**src/rtl/seven_segment_pkg.sv**
```systemverilog
// Shared constants for the 7-segment scanner: segment slot indices,
// the hex-to-segment decode table ({g..a}), and the scan state encoding.
package seven_segment_pkg;

    localparam int SEG_A = 0;
    localparam int SEG_B = 1;
    localparam int SEG_C = 2;
    localparam int SEG_D = 3;
    localparam int SEG_E = 4;
    localparam int SEG_F = 5;
    localparam int SEG_G = 6;

    // Entry i is the active-high pattern for hex digit i; entry 0 sits in the low 7 bits.
    localparam logic [15:0][6:0] HEX_TO_SEG = {
        7'h71, 7'h79, 7'h5E, 7'h39, 7'h7C, 7'h77, 7'h6F, 7'h7F,
        7'h07, 7'h7D, 7'h6D, 7'h66, 7'h4F, 7'h5B, 7'h06, 7'h3F
    };

    typedef enum logic {
        SCAN_DEAD,
        SCAN_DRIVE
    } scan_state_t;

endpackage

```
**src/rtl/seven_segment_hex_decoder.sv**
```systemverilog
// Combinational hex nibble to active-high segment pattern {g,f,e,d,c,b,a}.
module seven_segment_hex_decoder
    import seven_segment_pkg::*;
(
    input  logic [3:0] nibble,
    output logic [6:0] segments
);

    always_comb begin
        segments = HEX_TO_SEG[nibble];
    end

endmodule

```
**src/rtl/seven_segment_display_scanner.sv**
```systemverilog
// Time-multiplexed 7-segment driver with a dead cycle between digits.
// Optional build macro SEVSEG_LEADING_ZERO_BLANK_EN blanks leading zero digits.
//
// state      | meaning
// SCAN_DEAD  | one cycle, all digits off, displayed word refreshed from value register
// SCAN_DRIVE | digit at index_q lit until prescaler wraps
module seven_segment_display_scanner
    import seven_segment_pkg::*;
#(
    parameter int DIGITS      = 4,
    parameter int REFRESH_DIV = 50000,
    parameter bit ACTIVE_LOW  = 1'b0,
    localparam int IDX_W      = (DIGITS > 1) ? $clog2(DIGITS) : 1
) (
    input  logic                  clock,
    input  logic                  reset,
    input  logic                  load,
    input  logic [4*DIGITS-1:0]   hex_value,
    input  logic                  display_enable,
    output logic [6:0]            segments,
    output logic [DIGITS-1:0]     digit_select,
    output logic [IDX_W-1:0]      digit_index
);

    localparam int PRE_W = $clog2(REFRESH_DIV);
    localparam logic [6:0]        SEG_OFF = {7{ACTIVE_LOW}};
    localparam logic [DIGITS-1:0] SEL_OFF = {DIGITS{ACTIVE_LOW}};

    scan_state_t           state_q, state_d;
    logic [PRE_W-1:0]      pre_q, pre_d;
    logic [IDX_W-1:0]      index_q, index_d;
    logic [4*DIGITS-1:0]   value_q, value_d;
    logic [4*DIGITS-1:0]   shown_q, shown_d;
    logic [6:0]            seg_q, seg_d;
    logic [DIGITS-1:0]     sel_q, sel_d;

    logic                  tick;
    logic [3:0]            nibble;
    logic [DIGITS-1:0]     onehot;
    logic                  blank;
    logic [6:0]            dec_seg;

    always_comb begin
        nibble = 4'h0;
        onehot = '0;
        for (int k = 0; k < DIGITS; k++) begin
            if (index_q == IDX_W'(k)) begin
                nibble    = shown_q[4*k +: 4];
                onehot[k] = 1'b1;
            end
        end
    end

`ifdef SEVSEG_LEADING_ZERO_BLANK_EN
    logic upper_zero;

    // Digit 0 is never blanked so a zero value still shows a single "0".
    always_comb begin
        upper_zero = 1'b1;
        blank      = 1'b0;
        for (int k = DIGITS - 1; k > 0; k--) begin
            upper_zero = upper_zero && (shown_q[4*k +: 4] == 4'h0);
            if ((index_q == IDX_W'(k)) && upper_zero) begin
                blank = 1'b1;
            end
        end
    end
`else
    always_comb begin
        blank = 1'b0;
    end
`endif

    seven_segment_hex_decoder u_decoder (
        .nibble   (nibble),
        .segments (dec_seg)
    );

    always_comb begin
        tick     = (pre_q == PRE_W'(REFRESH_DIV - 1));
        pre_d    = tick ? '0 : pre_q + PRE_W'(1);
        value_d  = load ? hex_value : value_q;
        shown_d  = shown_q;
        state_d  = state_q;
        index_d  = index_q;
        seg_d    = SEG_OFF;
        sel_d    = SEL_OFF;

        // Displayed word only changes while dark, so a DRIVE window never tears.
        if (state_q == SCAN_DEAD) begin
            shown_d = value_d;
        end

        case (state_q)
            SCAN_DEAD: begin
                state_d = SCAN_DRIVE;
            end
            SCAN_DRIVE: begin
                if (tick) begin
                    state_d = SCAN_DEAD;
                    index_d = (index_q == IDX_W'(DIGITS - 1)) ? '0 : index_q + IDX_W'(1);
                end
            end
            default: begin
                state_d = SCAN_DEAD;
            end
        endcase

        if ((state_q == SCAN_DRIVE) && display_enable) begin
            sel_d = ACTIVE_LOW ? ~onehot : onehot;
            seg_d = blank ? SEG_OFF : (ACTIVE_LOW ? ~dec_seg : dec_seg);
        end
    end

    always_ff @(posedge clock or posedge reset) begin
        if (reset) begin
            state_q <= SCAN_DEAD;
            pre_q   <= '0;
            index_q <= '0;
            value_q <= '0;
            shown_q <= '0;
            seg_q   <= SEG_OFF;
            sel_q   <= SEL_OFF;
        end else begin
            state_q <= state_d;
            pre_q   <= pre_d;
            index_q <= index_d;
            value_q <= value_d;
            shown_q <= shown_d;
            seg_q   <= seg_d;
            sel_q   <= sel_d;
        end
    end

    assign segments     = seg_q;
    assign digit_select = sel_q;
    assign digit_index  = index_q;

endmodule
```
**config.mk**
```make
export PLATFORM = sky130hd
export DESIGN_NAME = seven_segment_display_scanner
export DESIGN_NICKNAME = d
export VERILOG_FILES = /design/src/rtl/seven_segment_pkg.sv /design/src/rtl/seven_segment_hex_decoder.sv /design/src/rtl/seven_segment_display_scanner.sv
export SDC_FILE = /design/constraint.sdc
export NUM_CORES = 1
export LEC_CHECK = 0
export ABC_AREA = 1
export CAP_MARGIN = 15
export CORE_MARGIN = 1
export CORE_UTILIZATION = 60
export CTS_CLUSTER_DIAMETER = 30
export DETAILED_ROUTE_END_ITERATION = 12
export GPL_ROUTABILITY_DRIVEN = 0
export PLACE_DENSITY = 0.84
export SYNTH_ARGS = -nofsm -noshare
export SYNTH_HDL_FRONTEND = slang
export SYNTH_SLANG_ARGS = --single-unit
```
**constraint.sdc**
```tcl
create_clock -name clock -period 3.5 [get_ports clock]
set_input_delay 0.525 -clock clock [delete_from_list [all_inputs] [get_ports clock]]
set_output_delay 0.525 -clock clock [all_outputs]
set_load 0.05 [all_outputs]
```
Word-level counts from Yosys, hierarchy flattened
Memories as Yosys holds them, arrays and structs flattened.
Cells that the tools add are included.
{"block": "classes", "muxes": 16, "addsub": 2, "magnitude_cmp": 1, "n_shift": 0, "bitwise_logic": 1, "eq_ne": 4, "mul": 0, "n_reduce_logical": 3, "div": 0}
{"op": "2-to-1 mux 16 bit", "n": 2}
{"op": "2-to-1 mux 4 bit", "n": 5}
{"op": "adder 16 x 1 -> 16 bit (second input constant)", "n": 1}
{"op": "equality test 16 bit (second input constant)", "n": 1}
{"op": "2-to-1 mux 7 bit", "n": 2}
{"op": "< comparator 4 x 5 -> 1 bit (second input constant)", "n": 1}
{"op": "2-to-1 mux 1 bit", "n": 5}
{"op": "equality test 2 bit (second input constant)", "n": 2}
{"op": "adder 2 x 1 -> 2 bit (second input constant)", "n": 1}
{"op": "equality test 2 x 1 -> 1 bit (second input constant)", "n": 1}
{"op": "logical NOT 2 bit", "n": 1}
{"op": "2-to-1 mux 2 bit", "n": 1}
{"op": "one-hot mux 1 bit (2 select lines)", "n": 1}
{"op": "AND reduction 2 bit", "n": 1}
{"op": "logical AND 1 bit", "n": 1}
{"op": "NOT 1 bit", "n": 1}
{"block": "word_totals", "n_memories": 1, "mem_bits_rw": 0, "latchBits": 0, "mem_bits_ro": 112, "regBits": 62, "output_inout_bits": 13}
{"memory": "(name not given)", "depth": 16, "width": 7, "read_ports": 1, "rd_clocked_by_memory_dff": 0, "write_ports": 0, "line": "seven_segment_hex_decoder.sv:10", "text": "segments = HEX_TO_SEG[nibble];"}

Longest topological paths before layout
Gate-level depths: netlist of run 1.
{"block": "depth", "ltp_word": 8, "depth_mapped": 13, "ltp_nobuf": 13}

Cells and area by module
A second synthesis of run 1 with hierarchy kept.
{"block": "unflattened", "hier_cells": 355, "hier_area_um2": 3075.4}
{"module": "seven_segment_display_scanner", "instances": 1, "seq_area_each_um2": 1551.5, "area_each_um2": 2805.2, "cells_each": 303}
{"module": "seven_segment_hex_decoder", "instances": 1, "seq_area_each_um2": 0.0, "area_each_um2": 270.3, "cells_each": 52}

Least setup slack after synthesis of run 1
Ideal clock, no wire load.
{"block": "synth_timing", "path_kind": "flip-flop to flip-flop", "startpoint": "reg index_q[0] (netlist: digit_index[0])", "endpoint": "reg seg_q[3] (netlist: segments[3])", "n_path_buf": 1, "setup_time_ns": 0.071, "t_arrival_ns": 2.267, "stages_incl_launch_ff": 13, "slack_ns": 1.162, "path_cell_list": "dfrtp_1 inv_1 ha_1 buf_2 a21oi_1 nand2_1 a21boi_2 inv_1 ha_1 nand3b_1 nand3_1 nand2_1 nor2_1"}
{"block": "synth_between", "elab_chain_len": 8, "elab_cells_between_ends": 11, "cone_classes": "3 x eq/ne; 6 x mux; 1 x reduce/logical; 1 x memory"}
{"item": "from (decl)", "line": "seven_segment_display_scanner.sv:31", "text": "logic [IDX_W-1:0] index_q, index_d;"}
{"item": "from (signal assigned)", "line": "seven_segment_display_scanner.sv:127", "text": "index_q <= index_d;"}
{"item": "logical NOT 2 bit", "line": "seven_segment_display_scanner.sv:47", "text": "if (index_q == IDX_W'(k)) begin"}
{"item": "2-to-1 mux 4 bit (3 in series)", "line": "seven_segment_display_scanner.sv:47"}
{"item": "2-to-1 mux 4 bit (*)", "line": "seven_segment_display_scanner.sv:47"}
{"item": "memory (16 x 7 bit) (*)"}
{"item": "2-to-1 mux 7 bit (not written as such) (*)", "line": "seven_segment_hex_decoder.sv:10"}
{"item": "2-to-1 mux 7 bit (*)", "line": "seven_segment_display_scanner.sv:109", "text": "if ((state_q == SCAN_DRIVE) && display_enable) begin"}
{"item": "via seg_d[3]", "line": "seven_segment_display_scanner.sv:34", "text": "logic [6:0] seg_q, seg_d;"}
{"item": "to (signal assigned)", "line": "seven_segment_display_scanner.sv:130", "text": "seg_q <= seg_d;"}
{"item": "to (decl)", "line": "seven_segment_display_scanner.sv:34"}
The timed path passes the listed nets; every way through them passes the cells marked *. The select of a mux whose other input is x is not followed.
A chain may end at the register's enable or synchronous reset.

Worst setup path after layout of run 1
{"block": "layout_timing", "startpoint": "reg index_q[1] (netlist: digit_index[1])", "endpoint": "reg seg_q[3] (netlist: segments[3])"}
The elaborated chain is that of the path after synthesis.

==> impl_metrics.yaml, run 1 <==
setup_path:
  worstPathArrival_ns: 2.47
  cp.required_ns: 3.77
  worst-path-max-fanout: 6
  path_class: "flop to flop"
  worstRegToRegCells: 12
  end_kind: "flop"
  critPathLaunchType: "flop"
  r2r_slack_ns: 1.30
outcome:
  outcome: "completed"
yosys:
  yosysTopAreaCellShare: 0.513
  yosys_register_bits: 62
  avgSynthCellArea_um2: 9.14
  syn_inst: 331
  yosys_warnings: 0
  ys_types: 35
  synthFlopType: "dfrtp_1"
  synth-edff-count: 0
  netlist_top_cells_area: "dfrtp_1, nand2_1, mux2_2, ha_1, inv_1"
  yosysTopAreaCell: "dfrtp_1"
  syn-cell-area_um2: 3030
  synth_nets: 362
  yosysSeqAreaShare: 0.513
  synthArstFlopShare: 1.00
sta:
  slew_viol_final: 0
  tns_ns: 0
  fin_crit_ns: 2.20
  rsz0062_at_grt: "no"
  tightest_slew_ns: 0.908
  finalSetupViolCount: 0
  max_slew_margin: 0.394
  timing.fmax_mhz: 455
  min_period_over_period: 0.628
  finalHoldViolations: 0
  skew_ns: 0.00554
detailed_routing:
  antenna_left: 0
  avgRoutedWirePerCell_um: 14.1
  avgViaCountPerCell: 5.23
  drc_errors: 0
  first_iter_violations: 135
  wirelength_mm: 6.22
  firstDrtPassIters: 4
  routed-via-count: 2302
cts:
  clk_pin_slew_ns: 0.06
  cts_buffers: 9
  cts_tree: "yes"
  clkLatencyLatePin_ns: 0.34
  htreeDepth: 3
  cts-root-buf: "clkbuf_8"
  clock_path_buffers: 2
  cts.sinks: 62
  ctsHoldBuffers: 0
  cts_resized: 0
  postCtsSetupBuffers: 0
layout:
  nets: 399
  diodes: 0
  syn2layout_area_growth_pct: 18.7
  drive_gt1_frac: 0.166
hold_path:
  min_delay_path_depth: 1
  min_path_type: "flop to flop"
die:
  coreArea_um2: 4790
  start_util: 0.632
  dieArea_um2: 5330
  die_h_um: 73.0
  std_cell_rows: 25
  die_w_um: 73.0
  io_pins: 33
global_route:
  grt_overflow_total: 0
  antenna_found_initial: 0
  grt_max_degree: 48
  grt_use_total: 0.274
  first_global_vias: 2334
  grt_pass1_wl_mm: 10.8
run:
  max-cap-violations: 0
power:
  ir_worst_vdd_v: 0.000340
  finalPower_mw: 1.54
  p_leak_nw: 1.73
  power_density_nw_per_um2: 428
placement:
  hpwl_mm: 4.37
  port_buffers: 32
## critical path, cell delays in order, from the launching register on
cell and delay (ns):
dfrtp_1 0.41, inv_1 0.11, ha_1 0.31, inv_2 0.10
nand3_1 0.09, nand2_1 0.07, a21boi_2 0.23, inv_1 0.14
ha_1 0.28, nand3b_1 0.17, nand3_1 0.10, nand2_1 0.05
nor2_1 0.07
## flip-flops by register name (all words and copies together) (netlist names)
signal        cells
value_q          16
digit_select      4
digit_index       2
pre_q            16
segments          7
shown_q          16
state_q           1
## cell usage in the layout, fill, tap and decap left out, types with 2 or more instances in the layout
| cell | netlist | final |
|---|---|---|
| o21bai_1 | 2 | 2 |
| o21ai_1 | 2 | 2 |
| clkdlybuf4s50_1 | 0 | 32 |
| a21oi_1 | 16 | 16 |
| nor2_1 | 22 | 22 |
| nor3_2 | 2 | 2 |
| inv_1 | 33 | 32 |
| clkbuf_8 | 0 | 12 |
| nand2_2 | 5 | 5 |
| ha_1 | 11 | 11 |
| xor2_1 | 4 | 4 |
| clkinv_2 | 1 | 3 |
| nand3_2 | 5 | 5 |
| nand3_1 | 14 | 14 |
| nand2_1 | 93 | 93 |
| nand4_1 | 3 | 3 |
| mux2_2 | 16 | 16 |
| o21ai_0 | 11 | 11 |
| dfrtp_1 | 62 | 62 |
| nor3_1 | 2 | 2 |
| nor2_2 | 3 | 3 |
| nand2_4 | 2 | 2 |
| inv_2 | 4 | 5 |
| a21oi_2 | 2 | 2 |
## per-stage QoR
| step | setup slack [ns] | cell area [µm²] | util | hold WS [ns] | std cells |
|---|---|---|---|---|---|
| floorplan | 1.16 | 3030 | - | 0.447 | 331 |
| global placement | 1.30 | 3400 | 0.711 | 0.465 | 424 |
| detailed placement | 1.23 | 3400 | 0.711 | 0.478 | 424 |
| CTS | 1.32 | 3590 | 0.750 | 0.490 | 440 |
| global route | 1.07 | 3590 | 0.750 | 0.505 | 440 |
| finish | 1.30 | 3590 | 0.750 | 0.485 | 440 |
## cells in the mapped netlist (2+ instances only)
cell type  instances
o21bai_1           2
nand2_2            5
a21oi_2            2
nand2_1           93
nand3_1           14
nor2_2             3
nor2_1            22
o21ai_1            2
xor2_1             4
nor3_2             2
nand3_2            5
nand4_1            3
inv_2              4
inv_1             33
nand2_4            2
mux2_2            16
a21oi_1           16
clkbuf_1           2
dfrtp_1           62
o21ai_0           11
nor3_1             2
ha_1              11
buf_2              3
## routing by layer
| metal | part of all wire | wire length (µm) | track usage |
|---|---|---|---|
| met4 | 0.022 | 134 | 0.0980 |
| met3 | 0.040 | 246 | 0.0801 |
| met1 | 0.43 | 2650 | 0.337 |
| met2 | 0.51 | 3180 | 0.458 |
| met5 | 0 | 0 | 0 |
## layout make-up
type / instances / area (µm²)
clock buffers: 13 / 169
clock inverters: 3 / 17.5
fillers: 356 / 1200
inverters: 38 / 144
multi-input cells: 224 / 1300
flip-flops and latches: 62 / 1550
well taps: 67 / 83.8
repair buffers: 33 / 328
## logic make-up (layout without fill, tap and decap cells)
| group | after synthesis | count (layout) | share of synthesized area |
|---|---|---|---|
| simple gates | 157 | 157 | 0.244 |
| buf+inv | 45 | 87 | 0.0587 |
| fa+ha+maj | 11 | 11 | 0.0455 |
| compound gates | 35 | 35 | 0.0653 |
| mux | 16 | 16 | 0.0596 |
| xor+xnor | 5 | 5 | 0.0145 |
| flops | 62 | 62 | 0.513 |
## power by group
group	internal [mW]	switching (mW)	total (mW)	leakage, nW
clock	0.313	0.265	0.578	0.0954
sequential	0.758	0.0162	0.774	0.771
combinational	0.0745	0.109	0.183	0.866
total	1.14	0.390	1.54	1.73
## path summary, 6_finish.rpt
check	startpoint	to
worst max-delay path	digit_index[1]	segments[3]
worst min-delay path	pre_q[0]	pre_q[0]
worst max register to register	digit_index[1]	segments[3]
worst min register to register	pre_q[0]	pre_q[0]
max in group asynchronous	reset	pre_q[9]
min in group asynchronous	reset	shown_q[3]
(Power assumes the default switching activity.)
==> run 2: changes to the inputs <==
- CORE_UTILIZATION: 60 -> 51
- PLACE_DENSITY: 0.84 -> 0.76
- clock period: 3.5 -> 1.8 ns (I/O delays scaled with it)
==> run 2 against run 1 <==
The flow now finishes with violations (negative setup slack); combinational power is 130% higher; clock power is 120% higher; highest routed layer unchanged; largest power group unchanged; final cell count is 6.8% higher; wire length is 3.0% higher; die area is 17% higher; worst setup slack worse by 1.5 ns; non-clock buffer count is 25 higher; sequential cell count stayed put; via count is 3.7% higher.
==> impl_metrics.yaml, run 2 (synthesis gave the netlist of run 1 again) <==
outcome:
  outcome: "finished with violations"
  violations: "negative setup slack"
cts:
  clock_path_buffers: 2
  htreeDepth: 3
  cts-root-buf: "clkbuf_8"
  cts_tree: "yes"
  ctsHoldBuffers: 0
  clk_pin_slew_ns: 0.07
  clkLatencyLatePin_ns: 0.34
  cts.sinks: 62
  cts_buffers: 9
layout:
  top_regs: "pre_q: 16 flops, shown_q: 16 flops, value_q: 16 flops"
  nFillCells: 428
  final-seq-area_um2: 1550
  final_common_cell: "nand2_1"
  nets: 424
  multiInputGateArea_um2: 1440
  layout_common_cells: "nand2_1, dfrtp_1, clkdlybuf4s50_1"
  drive_gt1_frac: 0.289
  final_area_um2: 4000
  diodes: 0
  syn2layout_area_growth_pct: 32.1
  fin_util: 0.712
sta:
  rsz0062_at_grt: "yes"
  slew_viol_final: 0
  skew_ns: 0.00567
  max_slew_margin: 0.655
  timing.fmax_mhz: 501
  setup_slack_ns: -0.197
  min_period_over_period: 1.11
  finalHoldViolations: 0
  finalSetupViolCount: 7
  fin_crit_ns: 2.00
  tightest_slew_ns: 0.516
setup_path:
  worstPathArrival_ns: 2.23
  end_kind: "flop"
  reg2reg_from: "digit_index[1]"
  worst-path-max-fanout: 6
  critPathSlowestCell: "dfrtp_2"
  path_cells: "buf_6 > ha_4 > a21oi_2 > nand2_2 > a21boi_4 > buf_4 > ha_4 > inv_2 > nand3_2 > nand3_1 > nand2_1 > nor2_2"
  critPathLaunchType: "flop"
  crit_top_cell: "ha_4"
  startpoint: "digit_index[1]"
  cp_top_family: "flip-flops"
  cp.required_ns: 2.04
  path_class: "flop to flop"
  path_buf_inv: 3
  slowest_delay_ns: 0.45
die:
  dieArea_um2: 6240
  start_util: 0.539
  coreArea_um2: 5610
  std_cell_rows: 27
  die_h_um: 79.0
  die_w_um: 79.0
  io_pins: 33
global_route:
  antenna_found_initial: 0
  grt_max_degree: 63
  grt_pass1_wl_mm: 11.0
  grt_use_total: 0.235
  first_global_vias: 2405
  grt_overflow_total: 0
detailed_routing:
  antenna_left: 0
  avgRoutedWirePerCell_um: 13.6
  wirelength_mm: 6.40
  avgViaCountPerCell: 5.08
  drc_errors: 0
  routed-via-count: 2388
  firstDrtPassIters: 4
  first_iter_violations: 163
placement:
  placedInstanceArea_um2: 3600
  port_buffers: 32
  hpwl_mm: 4.24
power:
  finalPower_mw: 3.18
  ir_worst_vdd_v: 0.000618
  p_leak_nw: 1.90
  power_density_nw_per_um2: 795
run:
  max-cap-violations: 0
hold_path:
  min_path_type: "primary input to asynchronous set/reset pin"
## run 2: path summary, 6_finish.rpt
path                                       end  slack [ns]  depth (start not counted)
worst max-delay path               segments[0]       -0.20                         12
worst min register to register        pre_q[0]        0.49                          1
worst max register to register     segments[0]       -0.20                         12
max in group asynchronous       digit_index[1]        1.17                          3
worst min-delay path               value_q[12]        0.35                          3
min in group clock                    pre_q[0]        0.49                          1
## run 2: power breakdown
group          switching (mW)  leakage [nW]  internal (mW)
logic                   0.242          1.03          0.179
registers              0.0291         0.768           1.47
clock network           0.543        0.0976          0.711
## run 2: timing repair
action,CTS,global route
pin swaps,10,4
setup buffers,4,3
resized for setup,19,9
endpoints found under the setup margin,7,8
## run 2: final cells by class
class,count,share of cell area
Sequential cell,62,0.389
Tap cell,72,0.0225
Timing Repair Buffer,58,0.137
Clock buffer,11,0.0379
Inverter,38,0.0382
Multi-Input combinational cell,224,0.361
Clock inverter,5,0.0144
## run 2: worst register-to-register path: stages, from the launching register on
cell and delay (ns):
dfrtp_2 0.45, buf_6 0.13, ha_4 0.17, a21oi_2 0.12, nand2_2 0.08, a21boi_4 0.23, buf_4 0.17, ha_4 0.15
inv_2 0.05, nand3_2 0.08, nand3_1 0.10, nand2_1 0.12, nor2_2 0.05
## run 2: layer usage
metal	part of all wire	up-vias	GRT usage
li1	-	1175	-
met1	0.44	1141	0.294
met2	0.50	55	0.373
met3	0.040	17	0.0701
met4	0.027	0	0.107
met5	0	-	0
## run 2: per-stage QoR
step	hold WS (ns)	std cells	TNS (ns)	setup slack [ns]
after floorplan	0.389	331	-0.961	-0.219
final	0.354	470	-0.862	-0.197
after global placement	0.470	447	-0.135	-0.0654
after detailed placement	0.474	447	-0.484	-0.132
after CTS	0.355	467	-0.0588	-0.0429
after global routing	0.380	470	-1.51	-0.265
==> run 3: changes to the inputs <==
- CORE_UTILIZATION: 51 -> 56
- PLACE_DENSITY: 0.76 -> 0.79
- clock period: 1.8 -> 2.1 ns (I/O delays scaled with it)
==> run 3 against run 2 <==
The run now ends clean; utilization is 1.1 points higher; sequential share of layout area is 2.9 points higher; critical path depth is 2 lower; register-to-register slack better by 0.27 ns; fmax is 1.4% lower; worst hold slack worse by 0.071 ns; wire length is 6.3% lower; power is 16% lower; sequential power is 14% lower; cell area is 6.9% lower; clock skew is 0.0040 ns higher; worst setup slack better by 0.27 ns; critical endpoint is now segments[3]; largest power group unchanged.
==> impl_metrics.yaml, run 3 (synthesis gave the netlist of run 1 again) <==
hold_path:
  min_path_type: "primary input to asynchronous set/reset pin"
sta:
  max_slew_margin: 0.528
  hold_ws_ns: 0.283
  setup_slack_ns: 0.0741
  min_period_over_period: 0.965
  timing.fmax_mhz: 494
  tightest_slew_ns: 0.708
  fin_crit_ns: 2.03
  finalSetupViolCount: 0
  slew_viol_final: 0
  skew_ns: 0.00965
  tns_ns: 0
  rsz0062_at_grt: "no"
  finalHoldViolations: 0
setup_path:
  critPathLaunchType: "flop"
  cp_top_family: "simple AND/OR/NAND/NOR gates"
  path_buf_inv: 2
  crit_cells: 10
  worstPathArrival_ns: 2.28
  cp.required_ns: 2.35
  startpoint: "digit_index[1]"
  r2r_slack_ns: 0.07
  path_class: "flop to flop"
  worstRegToRegCells: 10
  crit_top_cell: "nand2_1"
  worst-path-max-fanout: 10
  slowest_delay_ns: 0.45
  end_kind: "flop"
  reg2reg_from: "digit_index[1]"
  cp-endpoint: "segments[3]"
  critPathSlowestCell: "dfrtp_2"
  r2r-end: "segments[3]"
  path_cells: "buf_4 > ha_2 > nand2_1 > a21boi_2 > inv_2 > ha_1 > nand3b_1 > nand3_1 > nand2_1 > nor2_1"
power:
  netSwitchingFraction: 0.246
  p_leak_nw: 1.77
  p_int_mw: 2.01
  seq_power_share: 0.484
  power_frac_clock: 0.396
  power_density_nw_per_um2: 716
  combPwrFrac: 0.120
  finalPower_mw: 2.66
  ir_worst_vdd_v: 0.000480
  p_sw_mw: 0.655
global_route:
  antenna_found_initial: 0
  grt_pass1_wl_mm: 9.96
  first_global_vias: 2201
  grt_use_total: 0.242
  grt_overflow_total: 0
  grt_max_degree: 28
placement:
  place_ws_ns: 0.0226
  hpwl_mm: 4.44
  placedInstanceArea_um2: 3460
  dp_cells: 432
  port_buffers: 32
detailed_routing:
  avgRoutedWirePerCell_um: 13.3
  routed-via-count: 2292
  firstDrtPassIters: 4
  wirelength_mm: 5.99
  avgViaCountPerCell: 5.10
  first_iter_violations: 138
  antenna_left: 0
  drc_errors: 0
cts:
  cts_buffers: 9
  cts-root-buf: "clkbuf_8"
  clkLatencyLatePin_ns: 0.33
  clk_pin_slew_ns: 0.07
  htreeDepth: 3
  cts_tree: "yes"
  clock_path_buffers: 2
  cts.sinks: 62
die:
  die_h_um: 75.5
  coreArea_um2: 5140
  dieArea_um2: 5700
  die_w_um: 75.5
  start_util: 0.589
  std_cell_rows: 26
  io_pins: 33
outcome:
  outcome: "completed"
layout:
  syn2layout_area_growth_pct: 23.0
  diodes: 0
  top_regs: "pre_q: 16 flops, shown_q: 16 flops, value_q: 16 flops"
  final_cells: 449
  nets: 405
  layout_common_cells: "nand2_1, dfrtp_1, clkdlybuf4s50_1"
  final_area_um2: 3720
  fin_util: 0.724
  drive_gt1_frac: 0.206
  final_common_cell: "nand2_1"
run:
  max-cap-violations: 0
-- run 3: cell types whose count changed in the layout (fill, tap and decap cells not counted), sizes merged --
cell	before	now
clkinvlp	4	1
dlymetal6s2s	1	0
clkbuf	11	13
inv	36	37
clkdlybuf4s50	29	32
buf	28	7
-- run 3: power groups by stage --
stage          Clock, mW  Combinational, mW  Sequential, mW
2_1_floorplan          0              0.153            1.35
3_3_place_gp           0              0.310            1.31
3_5_place_dp           0              0.319            1.31
4_1_cts             1.07              0.321            1.29
5_1_grt             1.13              0.352            1.29
6_report            1.05              0.320            1.29
-- run 3: worst register-to-register path, stage by stage, from the launching register on --
cell and delay (ns):
dfrtp_2 0.45, buf_4 0.15, ha_2 0.23, nand2_1 0.09, a21boi_2 0.20, inv_2 0.08, ha_1 0.28, nand3b_1 0.18
nand3_1 0.10, nand2_1 0.06, nor2_1 0.12
-- run 3: area by class of cell --
| type | count | area (µm²) |
|---|---|---|
| timing repair buffer | 39 | 385 |
| clock buffer | 13 | 159 |
| tap | 70 | 87.6 |
| fill | 405 | 1420 |
| multi-input combinational | 224 | 1340 |
| sequential | 62 | 1550 |
| clock inverter | 3 | 42.5 |
| inverter | 38 | 149 |
-- run 3: what timing repair did --
action,in CTS,in global routing
resized for setup,2,10
pin swaps,0,1
hold buffers,0,0
buffers inserted,0,1
endpoints found under the setup margin,1,7
-- run 3: metal layers --
layer  vias up  part of all wire  routed length, µm  GRT usage
met4         0             0.019                111      0.103
met3        14             0.042                252     0.0542
li1       1140                 -                  -          -
met1      1080              0.46               2750      0.313
met2        58              0.48               2880      0.394
met5         -                 0                  0          0
-- run 3: worst min-delay path by stage --
| stage | startpoint | cells after the start | to |
|---|---|---|---|
| after floorplan | shown_q[3] | 2 | shown_q[3] |
| after global placement | pre_q[0] | 1 | pre_q[0] |
| after detailed placement | pre_q[0] | 1 | pre_q[0] |
| after CTS | reset | 2 | digit_index[1] |
| after global routing | reset | 2 | value_q[6] |
| final | reset | 2 | digit_index[1] |
